`config.mk`:
```
export PLATFORM = sky130hd
export DESIGN_NAME = mem_port_arbiter
export DESIGN_NICKNAME = d
export VERILOG_FILES = /design/src/rtl/mem_port_arbiter.sv
export SDC_FILE = /design/constraint.sdc
export NUM_CORES = 1
export LEC_CHECK = 0
export ABC_AREA = 1
export CAP_MARGIN = 25
export CORE_AREA = 4 4 137 139
export DETAILED_ROUTE_END_ITERATION = 16
export DIE_AREA = 0 0 141 143
export HOLD_SLACK_MARGIN = 0.05
export PLACE_DENSITY = 0.84
export SLEW_MARGIN = 20
export SYNTH_ARGS = -nofsm -noshare
export SYNTH_HDL_FRONTEND = slang
export SYNTH_SLANG_ARGS = --single-unit
```
`constraint.sdc`:
```
create_clock -name clk -period 2.4 [get_ports clk]
set_clock_uncertainty 0.2 [all_clocks]
set_input_delay 0.24 -clock clk [delete_from_list [all_inputs] [get_ports clk]]
set_output_delay 0.24 -clock clk [all_outputs]
set_load 0.05 [all_outputs]
```
`src/rtl/mem_port_arbiter.sv`:
```
// Round-robin arbiter sharing one single-port memory between instruction fetch and load/store.
// Latches the winner's request, runs a req/ack backend handshake and returns ready pulses and stalls.
module mem_port_arbiter #(
  parameter int ADDR_W  = 32,
  parameter int DATA_W  = 32,
  parameter int TIMEOUT = 255,
  parameter int CNT_W   = 8
) (
  input  logic              clk,
  input  logic              rst_n,
  input  logic              inst_ren,
  input  logic [ADDR_W-1:0] inst_addr,
  output logic [DATA_W-1:0] inst_data,
  output logic              inst_ready,
  input  logic              mem_ren,
  input  logic              mem_wen,
  input  logic [ADDR_W-1:0] mem_addr,
  input  logic [DATA_W-1:0] mem_dout,
  output logic [DATA_W-1:0] mem_din,
  output logic              mem_ready,
  output logic              port_req,
  output logic              port_we,
  output logic [ADDR_W-1:0] port_addr,
  output logic [DATA_W-1:0] port_wdata,
  input  logic              port_ack,
  input  logic [DATA_W-1:0] port_rdata,
  output logic              if_stall,
  output logic              mem_stall,
  output logic              err,
  output logic [ADDR_W-1:0] err_addr,
  output logic [1:0]        dbg_state
);

  typedef enum logic [1:0] {
    S_IDLE = 2'd0,
    S_INST = 2'd1,
    S_DATA = 2'd2
  } state_t;

  state_t            state;
  state_t            state_nx;
  logic              last_data;
  logic              dropped;
  logic              we_q;
  logic [ADDR_W-1:0] addr_q;
  logic [DATA_W-1:0] wdata_q;
  logic [CNT_W-1:0]  cnt;
  logic [DATA_W-1:0] inst_hold;
  logic [DATA_W-1:0] mem_hold;

  logic              pend_inst;
  logic              pend_data;
  logic              busy;
  logic              to_fire;
  logic              served;
  logic              finish;
  logic              cur_pend;
  logic              withdrawn;
  logic [DATA_W-1:0] rd_val;
  logic              grant;
  logic              grant_data;

  // Handshakes: requesters hold *_ren/*_wen as levels until their ready pulse; the backend sees
  // port_req held with stable addr/we/wdata until the cycle port_ack=1, which completes the access.
  assign pend_inst = inst_ren;
  assign pend_data = mem_ren | mem_wen;
  assign busy      = (state != S_IDLE);
  assign to_fire   = (TIMEOUT != 0) && busy && (cnt == CNT_W'(TIMEOUT));
  assign served    = busy && port_ack && !to_fire;
  assign finish    = served || to_fire;
  assign cur_pend  = (state == S_INST) ? pend_inst : pend_data;
  assign withdrawn = dropped || !cur_pend;
  assign rd_val    = served ? port_rdata : '0;

  assign inst_ready = finish && (state == S_INST) && !withdrawn;
  assign mem_ready  = finish && (state == S_DATA) && !withdrawn;
  assign inst_data  = inst_ready ? rd_val : inst_hold;
  assign mem_din    = (mem_ready && !we_q) ? rd_val : mem_hold;
  assign if_stall   = pend_inst && !inst_ready;
  assign mem_stall  = pend_data && !mem_ready;

  // The watchdog cycle already drops the request so the backend sees it abandoned.
  assign port_req   = busy && !to_fire;
  assign port_we    = (state == S_DATA) && we_q;
  assign port_addr  = addr_q;
  assign port_wdata = wdata_q;
  assign dbg_state  = state;

  always_comb begin
    grant      = 1'b0;
    grant_data = 1'b0;
    if (!busy) begin
      if (pend_data && pend_inst) begin
        grant      = 1'b1;
        grant_data = !last_data;
      end else if (pend_data || pend_inst) begin
        grant      = 1'b1;
        grant_data = pend_data;
      end
    end else if (finish) begin
      // Back-to-back grant only goes to the side that was not just served.
      if (state == S_INST && pend_data) begin
        grant      = 1'b1;
        grant_data = 1'b1;
      end else if (state == S_DATA && pend_inst) begin
        grant      = 1'b1;
        grant_data = 1'b0;
      end
    end
  end

  always_comb begin
    state_nx = state;
    if (grant) state_nx = grant_data ? S_DATA : S_INST;
    else if (finish) state_nx = S_IDLE;
  end

  always_ff @(posedge clk or negedge rst_n) begin
    if (!rst_n) begin
      state     <= S_IDLE;
      last_data <= 1'b0;
      dropped   <= 1'b0;
      we_q      <= 1'b0;
      addr_q    <= '0;
      wdata_q   <= '0;
      cnt       <= '0;
      inst_hold <= '0;
      mem_hold  <= '0;
      err       <= 1'b0;
      err_addr  <= '0;
    end else begin
      state <= state_nx;
      if (grant) begin
        addr_q    <= grant_data ? mem_addr : inst_addr;
        wdata_q   <= grant_data ? mem_dout : '0;
        we_q      <= grant_data && mem_wen;
        last_data <= grant_data;
        cnt       <= '0;
        dropped   <= 1'b0;
      end else if (busy) begin
        cnt <= cnt + CNT_W'(1);
        if (!cur_pend) dropped <= 1'b1;
      end
      if (inst_ready) inst_hold <= rd_val;
      if (mem_ready && !we_q) mem_hold <= rd_val;
      if (to_fire) begin
        err <= 1'b1;
        if (!err) err_addr <= addr_q;
      end
    end
  end

endmodule

```
==> flow_summary.yaml <==
floorplan:
  fp.dieH_um: 143
  start_util_pct: 42.18
  rows: 49
  die_x_um: 141
  dieArea_um2: 20160
  coreArea_um2: 17660
  pin_count: 303
route:
  detail-route-antenna-nets: 0
  drt-initial-drc-count: 450
  drc: 0
  dr.pass1.iters: 4
  viasPerCell: 5.132
  totalWireLength_um: 29470
  via_count: 7431
  routedWlPerCell_um: 20.35
setup_path:
  cp.buffers_inverters: 2
  crit_type: "flop to output port"
  worstReg2RegEnd: "port_addr[1]"
  crit_chain: "ha_2 > nand2_2 > nor2_2 > nand2_2 > nand2_1 > nor2_4 > buf_12 > nand2_1 > o21ai_2 > buf_12"
  r2r_slack_ns: 0.11
  cp_slowest_cell: "dfrtp_1"
  path_delay_family: "simple AND/OR/NAND/NOR gates"
  worstReg2RegStart: "cnt[1]"
  required_ns: 1.96
  critPathCaptureType: "output port"
  startpoint_type: "flop"
  slowest_delay_ns: 0.39
  r2r_cells: 13
  arrival_ns: 2.41
  worstPathMaxFanout: 16
finish:
  nFillCells: 1105
  multi_input_area_um2: 3388
  design.final.nets: 1341
  mostFrequentLayoutCell: "nand2_1"
  diodes: 0
  instances_no_fill: 1448
  ff_latch_area_um2: 4357
  layout-drive-gt1-share_pct: 23.13
  layout_common_cells: "417 x nand2_1, 231 x clkdlybuf4s50_1, 172 x dfrtp_1"
  syn2layout_area_growth_pct: 77.57
clock_tree:
  cts_tree: "built"
  root_buffer: "clkbuf_16"
  worstSkewPairLatency_ns: 0.42
  cts-buffers-inserted: 17
  clk_pin_slew_ns: 0.08
  clock-sinks: 174
  cts_buffer_depth: 2
  htreeDepth: 4
power_and_ir_drop:
  powerDensity_nw_per_um2: 1432
  leakage_nw: 6.244
  ir_drop_mv: 0.9267
timing:
  hold_viol: 0
  fin_tns_setup_ns: -20.95
  max_freq_mhz: 350.6
  max_slew_margin_pct: 55.22
  setup_viol: 67
  worst_pin_slew_ns: 0.6717
  setup_slack_ns: -0.4519
  timing.final.crit_period_ns: 2.852
  drv_slew: 0
  rsz0062_at_grt: "yes"
  fin_crit_sh_pct: 118.8
synthesis:
  yosysUniqueCellTypes: 27
  synth_area_um2: 7448
  synth_cells: 870
  syn_nets: 1005
  ys_seq_area_share_pct: 58.46
  ys_ff_latch: 174
  ys_warn_count: 0
  syn_area_per_cell_um2: 8.561
job:
  max-cap-violations: 0
place:
  portBuffers: 302
  pre_cts_ws_ns: -0.01718
  dp_cells: 1376
  dp_hpwl_um: 17690
  gp_congestion: 0.8753
grt:
  grt_pass1_vias: 7496
  gr-total-overflow: 0
  antenna_found_initial: 0
  grt_pass1_wl_um: 41110
  grt_max_degree: 67
  grt_usage_pct: 26.12
min_path:
  min_path_cells: 3
  hold_end: "port_wdata[1]"
  hold_class: "primary input to flop"
  hp-start: "mem_dout[1]"
status:
  violations: "negative setup slack"
  status: "finished with violations"
power by group:
group / leakage, nW / switching, W / internal (W)
clock network: 0.277 / 0.00132 / 0.00139
logic: 3.67 / 0.00729 / 0.00441
registers: 2.29 / 0.000596 / 0.00393
cell usage after synthesis:
| cell type | number | share of area (%) |
|---|---|---|
| o21ai_1 | 27 | 1.8 |
| o21ai_0 | 21 | 1.4 |
| inv_1 | 17 | 0.86 |
| buf_4 | 2 | 0.20 |
| dfrtp_1 | 174 | 58 |
| inv_2 | 4 | 0.20 |
| buf_6 | 12 | 1.8 |
| nor2_4 | 1 | 0.15 |
| nor2_2 | 4 | 0.34 |
| and3_1 | 1 | 0.084 |
| nor3_1 | 8 | 0.54 |
| clkinv_1 | 1 | 0.050 |
| nand2_4 | 3 | 0.45 |
| nand3_2 | 1 | 0.13 |
| nand2_2 | 5 | 0.42 |
| o21bai_1 | 1 | 0.10 |
| buf_2 | 21 | 1.4 |
| nor2_1 | 12 | 0.60 |
| ha_1 | 1 | 0.17 |
| a21oi_2 | 1 | 0.12 |
| o21ai_2 | 22 | 2.6 |
| xor2_1 | 1 | 0.12 |
| nand3_1 | 71 | 4.8 |
| clkbuf_2 | 1 | 0.067 |
| clkbuf_1 | 13 | 0.66 |
| nand2_1 | 442 | 22 |
| a21oi_1 | 3 | 0.20 |
metrics by stage:
step	utilization, %	total power [W]	hold WS (ns)	instance area, µm²
5_1_grt	74.91	0.01971	0.1188	13230
3_5_place_dp	65.89	0.01510	0.09986	11630
2_1_floorplan	-	0.01065	-0.2556	7644
3_3_place_gp	65.89	0.01487	0.08902	11630
4_1_cts	72.58	0.01838	0.1232	12820
6_report	74.91	0.01894	0.1412	13230
tightest hold or removal path: stages:
cell and delay [ns]:
clkdlybuf4s50_1 0.39, nand2_1 0.06, nand2_1 0.04
area by class of cell:
type	count	share of cell area (%)
clock buffers	17	3.216
flip-flops and latches	174	32.94
repair buffers	366	34.25
multi-input cells	625	25.62
well taps	229	2.166
clock inverters	15	1.126
inverters	22	0.6811
worst max-delay path by stage:
| stage | startpoint | endpoint | slack, ns | depth (start not counted) |
|---|---|---|---|---|
| final | cnt[1] | mem_din[20] | -0.45 | 10 |
| after global routing | cnt[1] | mem_din[20] | -0.52 | 10 |
| after CTS | cnt[1] | mem_din[14] | -0.29 | 10 |
| after global placement | mem_ren | mem_din[4] | 0.08 | 9 |
| after detailed placement | mem_ren | mem_din[14] | -0.02 | 10 |
| after floorplan | cnt[0] | inst_data[10] | -0.11 | 9 |
kinds of logic (layout without fill, tap and decap cells):
group           Yosys count  in the layout  synth area share [%]
simple gates            548            548                 29.77
flops                   174            174                 58.46
compound gates           75             75                 6.232
buf+inv                  71            420                 5.258
fa+ha+maj                 1              1                0.1680
xor+xnor                  1              1                0.1176
state kept, by name, summed over array words and instances (netlist names):
register    flops
port_wdata     32
port_addr      32
last_data       1
dropped         1
err_addr       32
mem_hold       32
err             1
cnt             8
we_q            1
inst_hold      32
dbg_state       2
routing by layer:
layer / up-vias / wire [µm] / global-route usage, %
met5: - / 0 / 0
met4: 0 / 1188 / 10.20
met3: 81 / 2024 / 5.693
met2: 352 / 15470 / 46.37
met1: 3588 / 10790 / 31.04
li1: 3410 / - / -
repair_timing:
action	4_1_cts	5_1_grt
endpoints found under the setup margin	67	70
hold endpoints to repair	61	0
gates resized for setup	77	36
gates cloned	4	6
setup buffers	15	14
hold buffers	1	0
pin swaps	9	16
Note: power is estimated with default switching activity, not from simulation.
